$ cat src/rtl/hier_logic_pipe.sv
// Elastic pipeline computing a bitwise AND/OR/XOR/NAND of two operands.
// Each stage has a valid bit; bubbles collapse and backpressure ripples combinationally.
module hier_logic_pipe #(
  parameter int unsigned WIDTH  = 32,
  parameter int unsigned STAGES = 2
) (
  input  logic             clk,
  input  logic             rst,
  input  logic             in_valid,
  output logic             in_ready,
  input  logic [WIDTH-1:0] a,
  input  logic [WIDTH-1:0] b,
  input  logic [1:0]       op,
  output logic             out_valid,
  input  logic             out_ready,
  output logic [WIDTH-1:0] c,
  output logic             busy,
  output logic [15:0]      out_count
);

  logic [STAGES-1:0] valid_q;
  logic [WIDTH-1:0]  data_q [STAGES];
  logic [STAGES-1:0] ready;
  logic [WIDTH-1:0]  result;
  logic              out_hs;

  always_comb begin
    result = '0;
    unique case (op)
      2'd0: result = a & b;
      2'd1: result = a | b;
      2'd2: result = a ^ b;
      2'd3: result = ~(a & b);
    endcase
  end

  // Stage k can load when any stage from k to the output is empty, or the output drains.
  for (genvar k = 0; k < STAGES; k++) begin : g_ready
    assign ready[k] = out_ready | ~(&valid_q[STAGES-1:k]);
  end

  assign in_ready  = rst & ready[0];
  assign out_valid = valid_q[STAGES-1];
  assign c         = data_q[STAGES-1];
  assign out_hs    = out_valid & out_ready;
  assign busy      = |valid_q;

  always_ff @(posedge clk or negedge rst) begin
    if (!rst) begin
      valid_q   <= '0;
      out_count <= '0;
      for (int i = 0; i < STAGES; i++) data_q[i] <= '0;
    end else begin
      if (ready[0]) begin
        valid_q[0] <= in_valid;
        if (in_valid) data_q[0] <= result;
      end
      for (int k = 1; k < STAGES; k++) begin
        if (ready[k]) begin
          valid_q[k] <= valid_q[k-1];
          if (valid_q[k-1]) data_q[k] <= data_q[k-1];
        end
      end
      if (out_hs) out_count <= out_count + 16'd1;
    end
  end

endmodule

$ cat config.mk
export PLATFORM = sky130hd
export DESIGN_NAME = hier_logic_pipe
export DESIGN_NICKNAME = d
export VERILOG_FILES = /design/src/rtl/hier_logic_pipe.sv
export SDC_FILE = /design/constraint.sdc
export NUM_CORES = 1
export LEC_CHECK = 0
export ABC_AREA = 1
export BUFFER_PORTS_ARGS = -buffer_cell sky130_fd_sc_hd__buf_2
export CAP_MARGIN = 20
export CORE_MARGIN = 10
export CORE_UTILIZATION = 55
export DETAILED_ROUTE_END_ITERATION = 7
export PLACE_DENSITY = 0.81
export REMOVE_ABC_BUFFERS = 1
export SLEW_MARGIN = 5
export SYNTH_ARGS = -nofsm -noshare
export SYNTH_HDL_FRONTEND = slang
export SYNTH_SLANG_ARGS = --single-unit
$ cat constraint.sdc
create_clock -name clk -period 2.25 [get_ports clk]
set_clock_uncertainty 0.05 [all_clocks]
set_input_delay 0 -clock clk [delete_from_list [all_inputs] [get_ports clk]]
set_output_delay 0 -clock clk [all_outputs]
set_load 0.02 [all_outputs]
==> out/qor.txt <==
=================================================================================
Transition time at the pin with the least slew margin ..............    0.7343 ns
Gpl congestion .....................................................       0.8435
Kind of end point of the critical path .............................         flop
First DRT Iteration DRCs ...........................................          359
Number of synthesis warnings .......................................            0
Setup WS post-layout ...............................................    0.5782 ns
Starting utilization of the core area ..............................       56.06%
Startpoint type of the worst setup path ............................         flop
Final-report hold violation count ..................................            0
Vias in the first global route .....................................         4688
Max FO, Critical Path ..............................................           40
Wire length of the first global-routing pass .......................     21.56 mm
Total length of routed met2 wires ..................................     6.056 mm
Max_slew headroom ..................................................       50.87%
Uppermost layer routed .............................................         met4
Area Overhead vs Synth .............................................       12.11%
Total global routing overflow ......................................            0
Port Buffers .......................................................          120
Arrival time reported for the critical path endpoint ...............      1.86 ns
Layout filler cell count ...........................................          859
Final Critical Period ..............................................     1.672 ns
Final cell count without fillers ...................................          898
Reported max-cap violation count ...................................            0
1st-pass router iterations .........................................            5
Average vias per placed instance ...................................        5.096
Die H ..............................................................     119.6 um
Longest Clk Path Bufs ..............................................            2
Cells resized by post-CTS repair ...................................            0
Total Routing Usage GR .............................................       18.05%
Chip Width .........................................................     119.6 um
WL/cell ............................................................     14.36 um
Clock Sink Count ...................................................           82
Sum of net half-perimeters after detailed placement ................     9.866 mm
Overall routed net length ..........................................     12.90 mm
Metal1 wirelength ..................................................     5.715 mm
Hold buffers post-CTS ..............................................            2
Tightest Hold Check Type ........................................... primary input to asynchronous set/reset pin
Setup repair after global routing missed its margin ................        false
Commonest cells after routing, fill and taps aside ................. sky130_fd_sc_hd__nand2_1, sky130_fd_sc_hd__buf_2, sky130_fd_sc_hd__inv_1, sky130_fd_sc_hd__dfrtp_1, sky130_fd_sc_hd__nor2_1
N_diodes ...........................................................            0
Register clock-pin slew on the reported worst setup and hold paths .      0.08 ns
Clock tree root driver cell ........................................ sky130_fd_sc_hd__clkbuf_8
Setup-violating endpoint count in the final report .................            0
Max Clk Rate .......................................................    598.2 MHz
Cell count after synthesis .........................................          677
Synthesis-stage register bit count .................................           82
Final core utilization .............................................       62.85%
Pin count of the biggest net entering global routing ...............           43
Critical Setup Path Class .......................................... flop to flop
Run status ......................................................... complete, no violations
Htree depth ........................................................            3
Placed insts .......................................................          881
Later-pin clock latency in the skew report .........................      0.35 ns
Worst hold slack across all endpoints ..............................   0.01468 ns
TritonCTS clock tree ...............................................         done
Storage cell area ..................................................     2052 um2
Number of cell rows ................................................           36
Number of I/O pins .................................................          121
Power per standard cell area ....................................... 761.2 nW/um2
Area of the multi-input gates ......................................     2589 um2
Minimum setup slack after placement ................................    0.5926 ns
Total count of max-transition violations in the final report .......            0
Netlist Area Pre-Place .............................................     5454 um2
Mean Syn Cell Area .................................................    8.056 um2
Total Negative Setup Slacks ........................................         0 ns
Met3 wirelength from detailed routing ..............................       865 um
Routed Antenna Nets ................................................            0
Placeable core region ..............................................     9729 um2
Number of nets in the layout .......................................          896
IR Drop Worst-Case VDD .............................................     462.8 uV
Most common cell after layout, fill and taps aside ................. sky130_fd_sc_hd__nand2_1
Number of clock buffers inserted by TritonCTS ......................            9
Initial antenna violation count ....................................            0
Total number of vias ...............................................         4576
Post-route fraction of the period consumed by the critical path ....       74.30%
Overall die area ...................................................    14300 um2
Post CTS Setup Buffer Count ........................................            0
WP data required ...................................................      2.43 ns
Count of distinct cell types in the synthesized netlist ............           30
Fraction of layout cells with a size suffix above 1 ................       21.44%
Sequential area share after synthesis ..............................       37.62%
Leak ...............................................................  0.003448 uW
DRC Markers ........................................................            0
=================================================================================
==> path summary, 6_finish.rpt <==
path / startpoint / end / slack, ns / cells after the start
setup reg to reg: valid_q[1]$_DFFE_PN0P_ / c[8]$_DFFE_PN0P_ / 0.58 / 3
hold reg to reg: data_q[55]$_DFFE_PN0P_ / data_q[55]$_DFFE_PN0P_ / 0.42 / 2
setup / recovery: valid_q[1]$_DFFE_PN0P_ / c[8]$_DFFE_PN0P_ / 0.58 / 3
min in group clk: b[14] / data_q[46]$_DFFE_PN0P_ / 0.09 / 5
max in group asynchronous: rst / c[6]$_DFFE_PN0P_ / 1.43 / 3
hold / removal: rst / out_count[4]$_DFFE_PN0P_ / 0.01 / 2
==> cells by family after synthesis <==
group / Yosys count / share of synthesized area (%)
mux: 12 / 2.478
flops: 82 / 37.62
buf+inv: 173 / 14.91
fa+ha+maj: 65 / 14.91
simple gates: 221 / 16.24
compound gates: 114 / 12.23
xor+xnor: 10 / 1.606
==> worst max-delay path, cell delays in order, from the launching register on <==
cell and delay [ns]:
sky130_fd_sc_hd__dfrtp_1 0.42, sky130_fd_sc_hd__nand2_1 0.10, sky130_fd_sc_hd__nand2_2 0.55, sky130_fd_sc_hd__mux2_2 0.41
==> flip-flops by register name, indices dropped and copies added, names as in the netlist <==
signal and count:
c 32, data_q 32, out_count 16, valid_q 2
==> power by group <==
part | internal [uW] | switching (uW)
registers | 1830 | 248
logic | 546 | 969
clock network | 540 | 520
total | 2920 | 1740
==> area by class of cell <==
cell class              instances  area share (%)
multi-input cells             422           42.34
flip-flops and latches         82           33.56
repair buffers                129           11.05
inverters                     117           7.182
well taps                     133           2.722
clock buffers                  11           2.312
clock inverters                 4          0.8390
==> routing by layer <==
| layer | track usage, % | vias up |
|---|---|---|
| met1 | 23.02 | 2161 |
| met3 | 4.173 | 20 |
| met2 | 28.71 | 144 |
| met5 | 0 | - |
| met4 | 7.843 | 0 |
| li1 | - | 2251 |
==> Yosys cell counts <==
master	n	area [um2]
sky130_fd_sc_hd__inv_1	112	420.4
sky130_fd_sc_hd__or2_2	1	6.260
sky130_fd_sc_hd__mux2_2	3	33.78
sky130_fd_sc_hd__buf_2	14	70.07
sky130_fd_sc_hd__o221ai_1	5	43.79
sky130_fd_sc_hd__o21ai_0	36	180.2
sky130_fd_sc_hd__clkbuf_1	3	11.26
sky130_fd_sc_hd__nand2_2	4	25.02
sky130_fd_sc_hd__nor2_1	71	266.5
sky130_fd_sc_hd__buf_4	35	262.8
sky130_fd_sc_hd__buf_1	2	7.510
sky130_fd_sc_hd__dfrtp_1	82	2052
sky130_fd_sc_hd__nand3b_1	1	7.510
sky130_fd_sc_hd__xnor2_1	3	26.28
sky130_fd_sc_hd__nor3b_1	1	7.510
sky130_fd_sc_hd__nor2_4	1	11.26
sky130_fd_sc_hd__inv_2	5	18.77
sky130_fd_sc_hd__buf_6	2	22.52
sky130_fd_sc_hd__xor2_1	7	61.31
sky130_fd_sc_hd__nor2_2	3	18.77
sky130_fd_sc_hd__nor3_1	2	10.01
sky130_fd_sc_hd__nand4_1	4	25.02
sky130_fd_sc_hd__a21oi_1	4	20.02
sky130_fd_sc_hd__o21ai_1	41	205.2
sky130_fd_sc_hd__ha_1	65	813.3
sky130_fd_sc_hd__nand3_1	7	35.03
sky130_fd_sc_hd__mux2_1	9	101.4
sky130_fd_sc_hd__nand2_1	126	473.0
sky130_fd_sc_hd__a21oi_2	6	52.55
sky130_fd_sc_hd__o211ai_1	22	165.2
==> stage by stage <==
stage	instance area [um2]	total power, uW
finish	6115	4654
floorplan	5080	2976
detailed placement	5902	3632
global placement	5902	3570
CTS	6115	4704
global route	6115	4961
(Power assumes the default switching activity.)
